==> src/rtl/writeback_unit_if.sv <==
// Writeback unit bus: ALU/link/load requests, memory responses, register-file drive and status.
// Ports: slave = writeback unit view, master = producer/bench view.
// Latency/backpressure: carried by the signals; readies are combinational in the unit.
interface writeback_unit_if;
    logic        alu_valid;
    logic [4:0]  alu_dest;
    logic [31:0] alu_data;
    logic        alu_ready;
    logic        link_valid;
    logic [4:0]  link_dest;
    logic [31:0] link_addr;
    logic        link_ready;
    logic        load_issue;
    logic [4:0]  load_dest;
    logic        load_ready;
    logic        mem_valid;
    logic [31:0] mem_data;
    logic        rf_write_enable;
    logic [4:0]  rf_dest;
    logic [31:0] rf_alu_data;
    logic [31:0] rf_memory_in;
    logic [31:0] rf_pc_addr;
    logic        rf_mem_data_in;
    logic        rf_pc_next_enable;
    logic [31:0] busy;
    logic        tag_error;
    logic        fwd_valid;
    logic [4:0]  fwd_dest;
    logic [31:0] fwd_data;

    modport slave (
        input  alu_valid, alu_dest, alu_data, link_valid, link_dest, link_addr,
               load_issue, load_dest, mem_valid, mem_data,
        output alu_ready, link_ready, load_ready,
               rf_write_enable, rf_dest, rf_alu_data, rf_memory_in, rf_pc_addr,
               rf_mem_data_in, rf_pc_next_enable, busy, tag_error,
               fwd_valid, fwd_dest, fwd_data
    );

    modport master (
        output alu_valid, alu_dest, alu_data, link_valid, link_dest, link_addr,
               load_issue, load_dest, mem_valid, mem_data,
        input  alu_ready, link_ready, load_ready,
               rf_write_enable, rf_dest, rf_alu_data, rf_memory_in, rf_pc_addr,
               rf_mem_data_in, rf_pc_next_enable, busy, tag_error,
               fwd_valid, fwd_dest, fwd_data
    );
endinterface

==> src/rtl/writeback_unit.sv <==
// Writeback arbiter (mem > link > alu) with in-order load tag FIFO and per-register busy scoreboard.
// Latency: accepted request drives rf_* one cycle later for one cycle; optional WB_FORWARD_EN mirrors it on fwd_*.
// Backpressure: link/alu ready combinationally from higher-priority valids; mem has none; loads refused when full/busy.
// Ports: clk, rst_n (async active-low), bus (writeback_unit_if.slave).
module writeback_unit #(
    parameter int TAG_DEPTH = 4
) (
    input  logic               clk,
    input  logic               rst_n,
    writeback_unit_if.slave    bus
);
    localparam int PW = $clog2(TAG_DEPTH);
    localparam int CW = $clog2(TAG_DEPTH) + 1;

    logic [4:0]    tag_mem [TAG_DEPTH];
    logic [PW-1:0] wr_ptr;
    logic [PW-1:0] rd_ptr;
    logic [CW-1:0] tag_count;
    logic [31:0]   busy_q;
    logic          tag_error_q;

    logic          we_q;
    logic [4:0]    dest_q;
    logic [31:0]   alu_data_q;
    logic [31:0]   mem_data_q;
    logic [31:0]   pc_addr_q;
    logic          mem_sel_q;
    logic          pc_sel_q;

    logic          tag_empty;
    logic          tag_full;
    logic [4:0]    head_tag;
    logic          mem_acc;
    logic          link_acc;
    logic          alu_acc;
    logic          load_rdy;
    logic          load_acc;

    assign tag_empty = (tag_count == '0);
    assign tag_full  = (tag_count == CW'(TAG_DEPTH));
    assign head_tag  = tag_mem[rd_ptr];

    // A response with no tag is dropped but still blocks link/alu for the cycle.
    assign mem_acc  = bus.mem_valid && !tag_empty;
    assign link_acc = bus.link_valid && !bus.mem_valid;
    assign alu_acc  = bus.alu_valid && !bus.mem_valid && !bus.link_valid;

    // Busy check uses the pre-edge scoreboard, so a register freed this cycle is still refused.
    assign load_rdy = !tag_full && !busy_q[bus.load_dest] && !(bus.mem_valid && tag_empty);
    assign load_acc = bus.load_issue && load_rdy;

    always_ff @(posedge clk) begin
        if (load_acc) begin
            tag_mem[wr_ptr] <= bus.load_dest;
        end
    end

    always_ff @(posedge clk or negedge rst_n) begin
        if (!rst_n) begin
            wr_ptr      <= '0;
            rd_ptr      <= '0;
            tag_count   <= '0;
            busy_q      <= '0;
            tag_error_q <= 1'b0;
        end else begin
            if (load_acc) begin
                wr_ptr <= wr_ptr + 1'b1;
            end
            if (mem_acc) begin
                rd_ptr <= rd_ptr + 1'b1;
            end
            case ({load_acc, mem_acc})
                2'b10:   tag_count <= tag_count + 1'b1;
                2'b01:   tag_count <= tag_count - 1'b1;
                default: tag_count <= tag_count;
            endcase
            // Set and clear never hit the same bit: an issue to a busy register is refused.
            busy_q <= (busy_q & ~(mem_acc ? (32'd1 << head_tag) : 32'd0))
                             |  (load_acc ? (32'd1 << bus.load_dest) : 32'd0);
            if (bus.mem_valid && tag_empty) begin
                tag_error_q <= 1'b1;
            end
        end
    end

    // Register-file drive; unselected data registers keep their last value.
    always_ff @(posedge clk or negedge rst_n) begin
        if (!rst_n) begin
            we_q       <= 1'b0;
            dest_q     <= '0;
            alu_data_q <= '0;
            mem_data_q <= '0;
            pc_addr_q  <= '0;
            mem_sel_q  <= 1'b0;
            pc_sel_q   <= 1'b0;
        end else begin
            we_q      <= mem_acc || link_acc || alu_acc;
            mem_sel_q <= 1'b0;
            pc_sel_q  <= 1'b0;
            if (mem_acc) begin
                dest_q     <= head_tag;
                mem_data_q <= bus.mem_data;
                mem_sel_q  <= 1'b1;
            end else if (link_acc) begin
                dest_q    <= bus.link_dest;
                pc_addr_q <= bus.link_addr;
                pc_sel_q  <= 1'b1;
            end else if (alu_acc) begin
                dest_q     <= bus.alu_dest;
                alu_data_q <= bus.alu_data;
            end
        end
    end

    assign bus.alu_ready         = !bus.mem_valid && !bus.link_valid;
    assign bus.link_ready        = !bus.mem_valid;
    assign bus.load_ready        = load_rdy;
    assign bus.rf_write_enable   = we_q;
    assign bus.rf_dest           = dest_q;
    assign bus.rf_alu_data       = alu_data_q;
    assign bus.rf_memory_in      = mem_data_q;
    assign bus.rf_pc_addr        = pc_addr_q;
    assign bus.rf_mem_data_in    = mem_sel_q;
    assign bus.rf_pc_next_enable = pc_sel_q;
    assign bus.busy              = busy_q;
    assign bus.tag_error         = tag_error_q;

`ifdef WB_FORWARD_EN
    assign bus.fwd_valid = we_q;
    assign bus.fwd_dest  = dest_q;
    assign bus.fwd_data  = mem_sel_q ? mem_data_q : (pc_sel_q ? pc_addr_q : alu_data_q);
`else
    assign bus.fwd_valid = 1'b0;
    assign bus.fwd_dest  = '0;
    assign bus.fwd_data  = '0;
`endif
endmodule

==> src/flat_wrapper.sv <==
// flat-port wrapper written by rule: the top's interface ports become plain ports
module writeback_unit_flat 
#(
    parameter int TAG_DEPTH = 4
)
  (clk, rst_n, bus_alu_valid, bus_alu_dest, bus_alu_data, bus_link_valid, bus_link_dest, bus_link_addr, bus_load_issue, bus_load_dest, bus_mem_valid, bus_mem_data, bus_alu_ready, bus_link_ready, bus_load_ready, bus_rf_write_enable, bus_rf_dest, bus_rf_alu_data, bus_rf_memory_in, bus_rf_pc_addr, bus_rf_mem_data_in, bus_rf_pc_next_enable, bus_busy, bus_tag_error, bus_fwd_valid, bus_fwd_dest, bus_fwd_data);
  writeback_unit_if bus_i ();
  input  logic clk;
  input  logic rst_n;
  input wire logic [$bits(bus_i.alu_valid)-1:0] bus_alu_valid;
  input wire logic [$bits(bus_i.alu_dest)-1:0] bus_alu_dest;
  input wire logic [$bits(bus_i.alu_data)-1:0] bus_alu_data;
  input wire logic [$bits(bus_i.link_valid)-1:0] bus_link_valid;
  input wire logic [$bits(bus_i.link_dest)-1:0] bus_link_dest;
  input wire logic [$bits(bus_i.link_addr)-1:0] bus_link_addr;
  input wire logic [$bits(bus_i.load_issue)-1:0] bus_load_issue;
  input wire logic [$bits(bus_i.load_dest)-1:0] bus_load_dest;
  input wire logic [$bits(bus_i.mem_valid)-1:0] bus_mem_valid;
  input wire logic [$bits(bus_i.mem_data)-1:0] bus_mem_data;
  output wire logic [$bits(bus_i.alu_ready)-1:0] bus_alu_ready;
  output wire logic [$bits(bus_i.link_ready)-1:0] bus_link_ready;
  output wire logic [$bits(bus_i.load_ready)-1:0] bus_load_ready;
  output wire logic [$bits(bus_i.rf_write_enable)-1:0] bus_rf_write_enable;
  output wire logic [$bits(bus_i.rf_dest)-1:0] bus_rf_dest;
  output wire logic [$bits(bus_i.rf_alu_data)-1:0] bus_rf_alu_data;
  output wire logic [$bits(bus_i.rf_memory_in)-1:0] bus_rf_memory_in;
  output wire logic [$bits(bus_i.rf_pc_addr)-1:0] bus_rf_pc_addr;
  output wire logic [$bits(bus_i.rf_mem_data_in)-1:0] bus_rf_mem_data_in;
  output wire logic [$bits(bus_i.rf_pc_next_enable)-1:0] bus_rf_pc_next_enable;
  output wire logic [$bits(bus_i.busy)-1:0] bus_busy;
  output wire logic [$bits(bus_i.tag_error)-1:0] bus_tag_error;
  output wire logic [$bits(bus_i.fwd_valid)-1:0] bus_fwd_valid;
  output wire logic [$bits(bus_i.fwd_dest)-1:0] bus_fwd_dest;
  output wire logic [$bits(bus_i.fwd_data)-1:0] bus_fwd_data;
  assign bus_i.alu_valid = bus_alu_valid;
  assign bus_i.alu_dest = bus_alu_dest;
  assign bus_i.alu_data = bus_alu_data;
  assign bus_i.link_valid = bus_link_valid;
  assign bus_i.link_dest = bus_link_dest;
  assign bus_i.link_addr = bus_link_addr;
  assign bus_i.load_issue = bus_load_issue;
  assign bus_i.load_dest = bus_load_dest;
  assign bus_i.mem_valid = bus_mem_valid;
  assign bus_i.mem_data = bus_mem_data;
  assign bus_alu_ready = bus_i.alu_ready;
  assign bus_link_ready = bus_i.link_ready;
  assign bus_load_ready = bus_i.load_ready;
  assign bus_rf_write_enable = bus_i.rf_write_enable;
  assign bus_rf_dest = bus_i.rf_dest;
  assign bus_rf_alu_data = bus_i.rf_alu_data;
  assign bus_rf_memory_in = bus_i.rf_memory_in;
  assign bus_rf_pc_addr = bus_i.rf_pc_addr;
  assign bus_rf_mem_data_in = bus_i.rf_mem_data_in;
  assign bus_rf_pc_next_enable = bus_i.rf_pc_next_enable;
  assign bus_busy = bus_i.busy;
  assign bus_tag_error = bus_i.tag_error;
  assign bus_fwd_valid = bus_i.fwd_valid;
  assign bus_fwd_dest = bus_i.fwd_dest;
  assign bus_fwd_data = bus_i.fwd_data;
  writeback_unit #(.TAG_DEPTH(TAG_DEPTH)) u_core (.clk(clk), .rst_n(rst_n), .bus(bus_i));
endmodule
==> config.mk <==
export PLATFORM = sky130hd
export DESIGN_NAME = writeback_unit_flat
export DESIGN_NICKNAME = d
export VERILOG_FILES = /design/src/rtl/writeback_unit_if.sv /design/src/rtl/writeback_unit.sv /design/src/flat_wrapper.sv
export SDC_FILE = /design/constraint.sdc
export NUM_CORES = 1
export LEC_CHECK = 0
export CAP_MARGIN = 30
export CELL_PAD_IN_SITES_DETAIL_PLACEMENT = 1
export CELL_PAD_IN_SITES_GLOBAL_PLACEMENT = 1
export CORE_MARGIN = 2
export CORE_UTILIZATION = 42
export CTS_CLUSTER_DIAMETER = 60
export CTS_CLUSTER_SIZE = 14
export DETAILED_ROUTE_END_ITERATION = 16
export DONT_BUFFER_PORTS = 1
export PLACE_DENSITY_LB_ADDON = 0.1
export SLEW_MARGIN = 20
export SYNTH_ARGS = -nofsm -noshare
export SYNTH_HDL_FRONTEND = slang
export SYNTH_SLANG_ARGS = --single-unit
==> constraint.sdc <==
create_clock -name clk -period 2.8 [get_ports clk]
set_input_delay 0.14 -clock clk [delete_from_list [all_inputs] [get_ports clk]]
set_output_delay 0.14 -clock clk [all_outputs]
set_load 0.02 [all_outputs]
==> results.json, run 1 <==
{
  "grt_max_degree": 145,
  "yosys.area.top_type_share_pct": 50.6,
  "clock-root-buffer": "sky130_fd_sc_hd__clkbuf_16",
  "grt.total_usage_pct": 26.5,
  "route.detailed.drc": 0,
  "final_cell_mix": "sky130_fd_sc_hd__nand2_1 (305), sky130_fd_sc_hd__dfrtp_1 (144), sky130_fd_sc_hd__dlygate4sd3_1 (114)",
  "row_count": 47,
  "mostFrequentLayoutCell": "sky130_fd_sc_hd__nand2_1",
  "setup.reg_to_reg.worst_slack_ns": 0.15,
  "share_of_power_burned_in_combinational_logic_pct": 27.9,
  "total_negative_setup_slacks_ns": 0,
  "pre_cts_slack_ns": -0.0275,
  "nFillCells": 1833,
  "pwr_density_cell_nw_per_um2": 965,
  "synth-warning-count": 0,
  "peakVddDrop_v": 0.000534,
  "floorplan.die_area_sq_um": 18000,
  "part_of_the_power_in_the_clock_network_pct": 26.1,
  "outcome": "finished, violations left",
  "cts.sinks": 164,
  "setup_viol_count_final": 0,
  "leakagePower_uw": 0.00432,
  "ys_types": 46,
  "ctsHtreeMaxLevel": 4,
  "drt_first_pass_iters": 7,
  "achievable-frequency_mhz": 378,
  "post_synth_top_area_cell": "sky130_fd_sc_hd__dfrtp_1",
  "wl_per_cell_um": 21.4,
  "clkLatencyLatePin_ns": 0.43,
  "depth_of_the_most_critical_reg_to_reg_path": 12,
  "detail-route-antenna-nets": 0,
  "via_count": 5852,
  "placed_cells": 947,
  "final.hold.worst_slack_ns": -0.593,
  "dpl.hpwl_um": 15200,
  "fp.dieW_um": 134,
  "ys_top_cells_by_area": "sky130_fd_sc_hd__dfrtp_1 (51%), sky130_fd_sc_hd__nand2_1 (16%), sky130_fd_sc_hd__edfxtp_1 (8.4%)",
  "final_util_pct": 54.9,
  "grt_antenna_before_repair": 0,
  "final_cell_count_no_fill": 1095,
  "n_antenna_cell": 0,
  "io_buffer_count": 0,
  "number_of_global_route_vias_before_repair": 6403,
  "grt_use_met1_pct": 32.5,
  "fin_nets": 985,
  "boundaryPins": 295,
  "cts_tree": "yes",
  "postSynthRegisterBits": 164,
  "worstMarginPinSlew_ns": 0.648,
  "use_met3_pct": 8.65,
  "synthesis.area_sq_um": 7130,
  "synth-async-reset-ratio_pct": 87.8,
  "synth_edf_count": 20,
  "worst_ep_arrival_ns": 2.96,
  "failing_checks": "negative hold slack",
  "starting_density_pct": 43.0,
  "post-route-cell-area_sq_um": 9110,
  "core_outline_area_sq_um": 16600,
  "path_clk_slew_ns": 0.07,
  "routed_wl_um": 23400,
  "internal_power_uw": 5310,
  "critical_path_class": "register to register",
  "gp_congestion": 0.898,
  "startpoint_type": "register",
  "die_h_um": 134,
  "clock_skew_ns": 0.00914,
  "grt_first_pass_wirelength_um": 36700,
  "grt-busiest-layer": "met2",
  "drive_above_1_share_pct": 10.3,
  "dr.first_iter.drc_count": 338,
  "netSwitchingFraction_pct": 39.5,
  "finalWorstSetupSlack_ns": 0.152,
  "clockBufferDepth": 2,
  "unrepaired_setup_endpoints_after_global_routing": "false",
  "globalRouteOverflowTotal": 0,
  "finalCriticalPeriod_ns": 2.65,
  "power_frac_seq_pct": 45.9,
  "worst_r2r_startpoint": "u_core.bus.busy[19]",
  "worst-endpoint-required_ns": 3.11,
  "worstSetupEndpointType": "register",
  "timing.slew.headroom_pct": 56.6,
  "final.period_utilization_pct": 94.6,
  "global_route.usage.met2_pct": 43.2,
  "synth-main-ff-cell": "sky130_fd_sc_hd__dfrtp_1",
  "cts_hold_buffers": 114,
  "max_cap_viol_count": 0,
  "path_max_fanout": 2,
  "post_drt_via_cell_ratio": 5.34,
  "synth.avg_cell_area_sq_um": 9.76,
  "power.net_switching_uw": 3470,
  "seq_area_frac_synth_pct": 59.0,
  "postPlaceCellArea_sq_um": 7340,
  "hold_viol_final": 144,
  "timing_max_transition_violations_final": 0,
  "syn-instance-count": 730,
  "flow.area_growth_from_synthesis_pct": 27.8,
  "min_path_type": "input port to asynchronous set/reset pin",
  "rr_endpoint": "u_core.tag_count[2]",
  "cts_inserted_buffers": 17
}
## state kept, by name, summed over array words and instances (netlist names)
signal / cells
u_core.bus.rf_memory_in: 32
u_core.bus.rf_pc_next_enable: 1
u_core.bus.rf_pc_addr: 32
u_core.tag_count: 3
u_core.bus.rf_mem_data_in: 1
u_core.bus.busy: 32
u_core.tag_mem: 20
u_core.bus.rf_alu_data: 32
u_core.bus.rf_dest: 5
u_core.bus.tag_error: 1
u_core.bus.rf_write_enable: 1
u_core.rd_ptr: 2
u_core.wr_ptr: 2
## power groups by stage
stage / clock network (uW) / registers [uW] / logic [uW]
after CTS: 2360 / 4040 / 2420
after detailed placement: 0 / 4080 / 2210
after floorplan: 0 / 4070 / 1320
final: 2300 / 4030 / 2450
after global routing: 2450 / 4110 / 2710
after global placement: 0 / 4040 / 2110
## cell usage after synthesis, drive strengths merged, types with 2 or more instances
cell type and count:
and2 5, nand4 4, nand3 7, clkbuf 22
o31ai 9, dfrtp 144, xnor2 4, o22ai 4
nor3 5, a31oi 4, edfxtp 20, nand2 305
xor2 2, nand2b 8, a22oi 2, or2 5
mux2 4, buf 51, o311ai 2, inv 12
mux4 8, nor2 11, o21ai 58, or3 4
ha 5, mux2i 9, nor2b 2, a311oi 3
## worst max-delay path by stage
stage	depth (start not counted)	to	slack, ns	startpoint
3_3_place_gp	12	u_core.tag_count[2]	0.18	u_core.bus.busy[19]
3_5_place_dp	12	u_core.tag_count[2]	-0.03	u_core.bus.busy[19]
4_1_cts	12	u_core.tag_count[2]	0.02	u_core.bus.busy[19]
2_1_floorplan	13	u_core.tag_count[2]	0.02	u_core.bus.busy[19]
5_1_grt	12	u_core.tag_count[2]	0.01	u_core.bus.busy[19]
6_report	12	u_core.tag_count[2]	0.15	u_core.bus.busy[19]
## area by class of cell
cell class	instances	area [sq um]	share of cell area (%)
inverters	13	48.8	0.536
well taps	220	275	3.02
clock buffers	19	454	4.99
flip-flops and latches	164	4200	46.2
multi-input cells	517	2590	28.4
repair buffers	149	1410	15.5
clock inverters	13	123	1.35
## repair_timing
action | in CTS | in global routing
endpoints found under the hold margin | 284 | 144
pin swaps | 1 | 4
endpoints found under the setup margin | 1 | 2
setup buffers | 0 | 1
resized for setup | 4 | 3
## worst max-delay path: stages (launching register included)
cell	delay, ns
sky130_fd_sc_hd__dfrtp_1	0.38
sky130_fd_sc_hd__mux4_2	0.49
sky130_fd_sc_hd__mux2i_1	0.20
sky130_fd_sc_hd__nor3b_2	0.08
sky130_fd_sc_hd__a311oi_4	0.22
sky130_fd_sc_hd__and4_4	0.27
sky130_fd_sc_hd__inv_1	0.05
sky130_fd_sc_hd__ha_2	0.20
sky130_fd_sc_hd__inv_2	0.06
sky130_fd_sc_hd__fa_2	0.22
sky130_fd_sc_hd__xor2_2	0.17
sky130_fd_sc_hd__nor2_2	0.06
sky130_fd_sc_hd__xor2_1	0.14
## stage by stage
step | power, uW | hold slack (ns)
after floorplan | 5390 | -0.156
after CTS | 8820 | -0.609
final | 8780 | -0.593
after detailed placement | 6290 | -0.151
after global routing | 9260 | -0.618
after global placement | 6140 | -0.151
## logic make-up (layout without fill, tap and decap cells)
family | after synthesis | after routing | share of synthesized area (%)
simple gates | 360 | 360 | 20.4
flops | 164 | 164 | 59.0
xor+xnor | 6 | 6 | 0.737
mux | 21 | 21 | 4.48
other cells | 1 | 38 | 0.0526
buf+inv | 86 | 194 | 6.99
fa+ha+maj | 6 | 6 | 1.16
compound gates | 86 | 86 | 7.23
## per-layer routing
| layer | share of wire, % | up-vias |
|---|---|---|
| met5 | 0 | - |
| met4 | 3.5 | 0 |
| met2 | 49 | 328 |
| met3 | 9.5 | 68 |
| met1 | 38 | 2885 |
| li1 | - | 2571 |
(Power assumes the default switching activity.)
==> inputs of run 2 (changes only) <==
CORE_UTILIZATION = 46   (was 42)
TNS_END_PERCENT = 1   (was not set)
clock period = 2.7 ns   (was 2.8 ns; I/O delays follow)
==> run 2 against run 1 <==
  * The run still ends with negative hold slack left
  * Register-to-register slack lost 0.02 ns
  * Sequential cell count is the same
  * Non-clock buffer count grew 4
  * Core utilization grew 4.9 points
  * Setup slack lost 0.017 ns
  * Global-route usage grew 1.9 points
  * Final cell count shrank 2.5%
  * Combinational power grew 5%
  * Wire length shrank 0.27%
  * Design area shrank 0.45%
  * Power grew 3.0%
  * First-iteration DRC count shrank 29%
  * Critical path type unchanged
  * Critical endpoint unchanged
  * Largest cell class unchanged
==> results.json, run 2 (same netlist as run 1, synthesis figures left out) <==
{
  "path_clk_slew_ns": 0.07,
  "grt_max_degree": 145,
  "detail-route-antenna-nets": 0,
  "fin_nets": 989,
  "outcome": "finished, violations left",
  "achievable-frequency_mhz": 390,
  "row_count": 45,
  "cts.sinks": 164,
  "peakVddDrop_v": 0.000526,
  "cts_tree": "yes",
  "final.hold.worst_slack_ns": -0.599,
  "clockBufferDepth": 2,
  "min_path_type": "input port to asynchronous set/reset pin",
  "clock_skew_ns": 0.00909,
  "cts_hold_buffers": 113,
  "die_h_um": 128,
  "route.detailed.drc": 0,
  "critical-path-top-delay-family": "compound AO/OA/AOI/OAI gates",
  "final_cell_mix": "sky130_fd_sc_hd__nand2_1 (305), sky130_fd_sc_hd__dfrtp_1 (142), sky130_fd_sc_hd__dlygate4sd3_1 (112)",
  "cts.repair_timing.setup_buffer_count": 0,
  "routed_wl_um": 23300,
  "setup_viol_count_final": 0,
  "critical_path_class": "register to register",
  "hold_viol_final": 144,
  "drt_first_pass_iters": 5,
  "part_of_the_power_in_the_clock_network_pct": 25.6,
  "final.period_utilization_pct": 95.0,
  "grt_first_pass_wirelength_um": 35500,
  "dr.first_iter.drc_count": 239,
  "slowest_delay_ns": 0.40,
  "mostFrequentLayoutCell": "sky130_fd_sc_hd__nand2_1",
  "pwr_density_cell_nw_per_um2": 998,
  "timing.critical_path.mode_cell": "sky130_fd_sc_hd__xor2_1",
  "critical-path-slowest-cell": "sky130_fd_sc_hd__dfrtp_2",
  "crit_chain": "mux2_4, o311a_1, a311oi_4, and4_1, inv_1, ha_2, inv_2, fa_2, xor2_1, nor2_1, xor2_1",
  "grt_antenna_before_repair": 0,
  "timing_max_transition_violations_final": 0,
  "number_of_global_route_vias_before_repair": 6448,
  "floorplan.die_area_sq_um": 16500,
  "cp.buffers_inverters": 2,
  "unrepaired_setup_endpoints_after_global_routing": "false",
  "worstMarginPinSlew_ns": 0.593,
  "dpl.hpwl_um": 14600,
  "timing.slew.headroom_pct": 60.3,
  "netSwitchingFraction_pct": 39.7,
  "max_cap_viol_count": 0,
  "total_negative_setup_slacks_ns": 0,
  "worst_ep_arrival_ns": 2.87,
  "internal_power_uw": 5460,
  "flow.area_growth_from_synthesis_pct": 27.2,
  "grt.total_usage_pct": 28.5,
  "via_count": 5849,
  "share_of_power_burned_in_combinational_logic_pct": 28.5,
  "core_outline_area_sq_um": 15100,
  "post_drt_via_cell_ratio": 5.48,
  "finalCriticalPeriod_ns": 2.56,
  "leakagePower_uw": 0.00435,
  "io_buffer_count": 0,
  "startpoint_type": "register",
  "worstSetupEndpointType": "register",
  "clock-root-buffer": "sky130_fd_sc_hd__clkbuf_16",
  "final_util_pct": 59.9,
  "path_max_fanout": 2,
  "fp.dieW_um": 128,
  "failing_checks": "negative hold slack",
  "starting_density_pct": 47.1,
  "power_frac_seq_pct": 45.9,
  "worst-endpoint-required_ns": 3.01,
  "clkLatencyLatePin_ns": 0.42,
  "gp_congestion": 0.831,
  "ctsHtreeMaxLevel": 4,
  "globalRouteOverflowTotal": 0,
  "drive_above_1_share_pct": 10.8,
  "cts_inserted_buffers": 17,
  "power.net_switching_uw": 3590,
  "boundaryPins": 295,
  "wl_per_cell_um": 21.9
}
[run 2: changes by cell type in the layout (fill, tap and decap cells not counted), sizes merged]
cell,change
buf,+5
clkinvlp,-4
bufinv,-1
clkinv,+3
dlymetal6s4s,+1
clkbuf,+1
inv,+1
dlygate4sd3,-2
diode,+1
[run 2: final cells by class]
cell class	count	area [sq um]
Timing Repair Buffer	153	1430
Multi-Input combinational cell	517	2580
Sequential cell	164	4210
Fill cell	1668	6080
Clock buffer	20	467
Inverter	13	48.8
Antenna cell	1	2.50
Tap cell	188	235
Clock inverter	12	95.1
[run 2: repair_timing]
action | 4_1_cts | 5_1_grt
resized for setup | 0 | 1
endpoints found under the setup margin | 0 | 2
endpoints found under the hold margin | 286 | 144
[run 2: path summary, 6_finish.rpt]
check | start | to | slack, ns | depth (start not counted)
setup / recovery | u_core.bus.busy[28] | u_core.tag_count[2] | 0.14 | 11
hold / removal | rst_n | u_core.bus.busy[5] | -0.60 | 0
setup reg to reg | u_core.bus.busy[28] | u_core.tag_count[2] | 0.14 | 11
max in group asynchronous | rst_n | u_core.bus.busy[28] | 3.03 | 0
min in group clk | bus_load_dest[1] | u_core.bus.busy[18] | 0.04 | 2
hold reg to reg | u_core.tag_count[2] | u_core.tag_count[2] | 0.50 | 1
[run 2: worst reg2reg max path, cell delays in order, from the launching register on]
cell and delay [ns]:
sky130_fd_sc_hd__dfrtp_2 0.40, sky130_fd_sc_hd__mux2_4 0.26, sky130_fd_sc_hd__o311a_1 0.36, sky130_fd_sc_hd__a311oi_4 0.29, sky130_fd_sc_hd__and4_1 0.29, sky130_fd_sc_hd__inv_1 0.07, sky130_fd_sc_hd__ha_2 0.20, sky130_fd_sc_hd__inv_2 0.06
sky130_fd_sc_hd__fa_2 0.18, sky130_fd_sc_hd__xor2_1 0.13, sky130_fd_sc_hd__nor2_1 0.07, sky130_fd_sc_hd__xor2_1 0.14
[run 2: metal layers]
| metal | up-vias | share of wire, % | track usage, % | routed length, um |
|---|---|---|---|---|
| met5 | - | 0 | 0 | 0 |
| met2 | 296 | 51 | 49.0 | 11900 |
| li1 | 2582 | - | - | - |
| met3 | 45 | 9.3 | 10.4 | 2170 |
| met4 | 0 | 2.5 | 10.2 | 590 |
| met1 | 2926 | 37 | 32.8 | 8660 |
[run 2: power groups by stage]
stage               Combinational [uW]  Sequential [uW]  Clock, uW
floorplan                         1380             4230          0
global route                      2810             4220       2460
CTS                               2550             4140       2350
detailed placement                2360             4180          0
finish                            2580             4150       2320
global placement                  2250             4140          0
[run 2: per-stage QoR]
stage / hold slack, ns / setup WS (ns) / total power, uW / instances / instance area [sq um]
after floorplan: -0.161 / 0.0119 / 5610 / 767 / 7280
after global placement: -0.157 / 0.171 / 6390 / 922 / 7370
after detailed placement: -0.157 / 0.152 / 6540 / 922 / 7370
after CTS: -0.615 / 0.00140 / 9050 / 1067 / 9060
after global routing: -0.622 / 0.0438 / 9500 / 1067 / 9060
final: -0.599 / 0.136 / 9050 / 1068 / 9060
==> inputs of run 3 (changes only) <==
CELL_PAD_IN_SITES_DETAIL_PLACEMENT = not set   (was 1)
CELL_PAD_IN_SITES_GLOBAL_PLACEMENT = not set   (was 1)
CORE_AREA = 2 2 116 118   (was not set)
CORE_MARGIN = not set   (was 2)
CORE_UTILIZATION = not set   (was 46)
DIE_AREA = 0 0 118 120   (was not set)
PLACE_DENSITY = 0.71   (was not set)
PLACE_DENSITY_LB_ADDON = not set   (was 0.1)
==> run 3 against run 2 <==
  * Power up 0.30%
  * Combinational power decreased by 7%
  * The flow still finishes with violations (negative hold slack)
  * Critical path depth rose by 1
  * Largest cell class unchanged
  * First-iteration DRC count grew 110%
  * Final cell count down 1.9%
  * Critical endpoint unchanged
  * Via count down 1.6%
  * Critical path type unchanged
  * Design area decreased by 0.18%
  * Register-to-register slack lost 0.02 ns
  * Setup slack worse by 0.024 ns
  * Clock skew grew 0.0078 ns
  * Non-clock buffer count shrank 7
  * Sequential power about the same
==> results.json, run 3 (same netlist as run 1, synthesis figures left out) <==
{
  "outcome": "finished, violations left",
  "failing_checks": "negative hold slack",
  "post_drt_via_cell_ratio": 5.49,
  "leakagePower_uw": 0.00432,
  "detail-route-antenna-nets": 0,
  "timing.critical_path.from": "u_core.bus.busy[19]",
  "ctsHtreeMaxLevel": 4,
  "path_max_fanout": 2,
  "drt_first_pass_iters": 5,
  "crit_chain": "mux4_2, mux2i_1, nor3b_1, a311oi_4, and4_1, inv_1, ha_2, inv_2, fa_2, xor2_1, nor2_1, xor2_1",
  "cts_tree": "yes",
  "critical-path-slowest-cell": "sky130_fd_sc_hd__mux4_2",
  "worst_ep_arrival_ns": 2.89,
  "achievable-frequency_mhz": 386,
  "wl_per_cell_um": 19.6,
  "grt-busiest-layer": "met2",
  "floorplan.die_area_sq_um": 14200,
  "cts_inserted_buffers": 17,
  "final.period_utilization_pct": 95.9,
  "via_count": 5755,
  "startpoint_type": "register",
  "drive_above_1_share_pct": 9.86,
  "pwr_density_cell_nw_per_um2": 1000,
  "global_route.usage.met2_pct": 49.5,
  "slowest_delay_ns": 0.49,
  "route.detailed.drc": 0,
  "final.hold.worst_slack_ns": -0.591,
  "final_cell_count_no_fill": 1048,
  "fin_nets": 982,
  "worst-endpoint-required_ns": 3.00,
  "dpl.hpwl_um": 13400,
  "fin_total_pwr_uw": 9080,
  "finalCriticalPeriod_ns": 2.59,
  "clock-root-buffer": "sky130_fd_sc_hd__clkbuf_16",
  "starting_density_pct": 54.9,
  "gp_congestion": 0.994,
  "io_buffer_count": 0,
  "grt_max_degree": 145,
  "worstMarginPinSlew_ns": 0.652,
  "worst_r2r_startpoint": "u_core.bus.busy[19]",
  "total_negative_setup_slacks_ns": 0,
  "row_count": 42,
  "cts.sinks": 164,
  "hold_viol_final": 144,
  "flow.area_growth_from_synthesis_pct": 26.9,
  "routed_wl_um": 20500,
  "grt.total_usage_pct": 29.5,
  "clockBufferDepth": 2,
  "dr.first_iter.drc_count": 503,
  "mostFrequentLayoutCell": "sky130_fd_sc_hd__nand2_1",
  "die_h_um": 120,
  "grt_use_met1_pct": 36.1,
  "timing.slew.headroom_pct": 56.4,
  "globalRouteOverflowTotal": 0,
  "clock_skew_ns": 0.0169,
  "n_antenna_cell": 0,
  "placed_cells": 904,
  "max_cap_viol_count": 0,
  "cts.repair_timing.setup_buffer_count": 0,
  "grt_first_pass_wirelength_um": 31900,
  "use_met3_pct": 9.13,
  "critical_path_class": "register to register",
  "peakVddDrop_v": 0.000492,
  "cts_hold_buffers": 112,
  "fp.dieW_um": 118,
  "clkLatencyLatePin_ns": 0.42,
  "final_util_pct": 69.7,
  "setup_viol_count_final": 0,
  "unrepaired_setup_endpoints_after_global_routing": "false",
  "cts_resized": 0,
  "timing.critical_path.mode_cell": "sky130_fd_sc_hd__xor2_1",
  "path_clk_slew_ns": 0.06,
  "boundaryPins": 295,
  "timing_max_transition_violations_final": 0,
  "min_path_type": "input port to asynchronous set/reset pin",
  "number_of_global_route_vias_before_repair": 5914,
  "worstSetupEndpointType": "register",
  "final_cell_mix": "sky130_fd_sc_hd__nand2_1 (305), sky130_fd_sc_hd__dfrtp_1 (142), sky130_fd_sc_hd__dlygate4sd3_1 (112)",
  "core_outline_area_sq_um": 13000,
  "grt_antenna_before_repair": 0
}
==> run 3: cell types whose count changed in the layout (fill, tap and decap cells not counted), sizes merged <==
cell / delta
bufinv: +3
inv: -4
clkbuf: +2
buf: -6
diode: -1
clkinvlp: +2
clkinv: -3
dlymetal6s4s: -1
==> run 3: worst paths after layout <==
| kind | to | slack (ns) | depth (start not counted) |
|---|---|---|---|
| setup / recovery | u_core.tag_count[2] | 0.11 | 12 |
| hold / removal | u_core.bus.rf_pc_addr[7] | -0.59 | 0 |
| setup reg to reg | u_core.tag_count[2] | 0.11 | 12 |
| hold reg to reg | u_core.tag_count[2] | 0.51 | 1 |
| max in group asynchronous | u_core.bus.rf_dest[2] | 3.08 | 0 |
| min in group clk | u_core.bus.busy[27] | 0.04 | 3 |
==> run 3: where the power goes <==
part	internal (uW)	total, uW	switching [uW]
clock	1540	2490	945
sequential	3160	4180	1020
combinational	988	2410	1420
total	5690	9080	3390
==> run 3: metal layers <==
layer,share of wire [%],wire length (um)
met1,38,7780
met2,50,10300
met3,9.2,1880
met4,2.8,567
met5,0,0
==> run 3: cell type report <==
class,instances,area [sq um]
timing repair buffer,146,1380
sequential,164,4210
multi-input combinational,517,2580
clock inverter,10,145
inverter,13,48.8
tap,176,220
clock buffer,22,475
fill,913,3930
==> run 3: worst max-delay path: cells and delay by family (launching register included) <==
kind                       cells  cell delay, ns
muxes                          2            0.66
and+or+nand+nor                3            0.45
DFF                            1            0.38
adders and majority gates      2            0.38
xor gates and xnor gates       2            0.28
AOI/OAI and AO/OA              1            0.21
buffers and inverters          2            0.12
==> run 3: metrics by stage <==
step / setup WS [ns] / instance area [sq um]
after global placement: 0.184 / 7310
after CTS: 0.101 / 9050
final: 0.112 / 9050
after detailed placement: 0.137 / 7310
after floorplan: 0.0119 / 7280
after global routing: 0.0265 / 9050
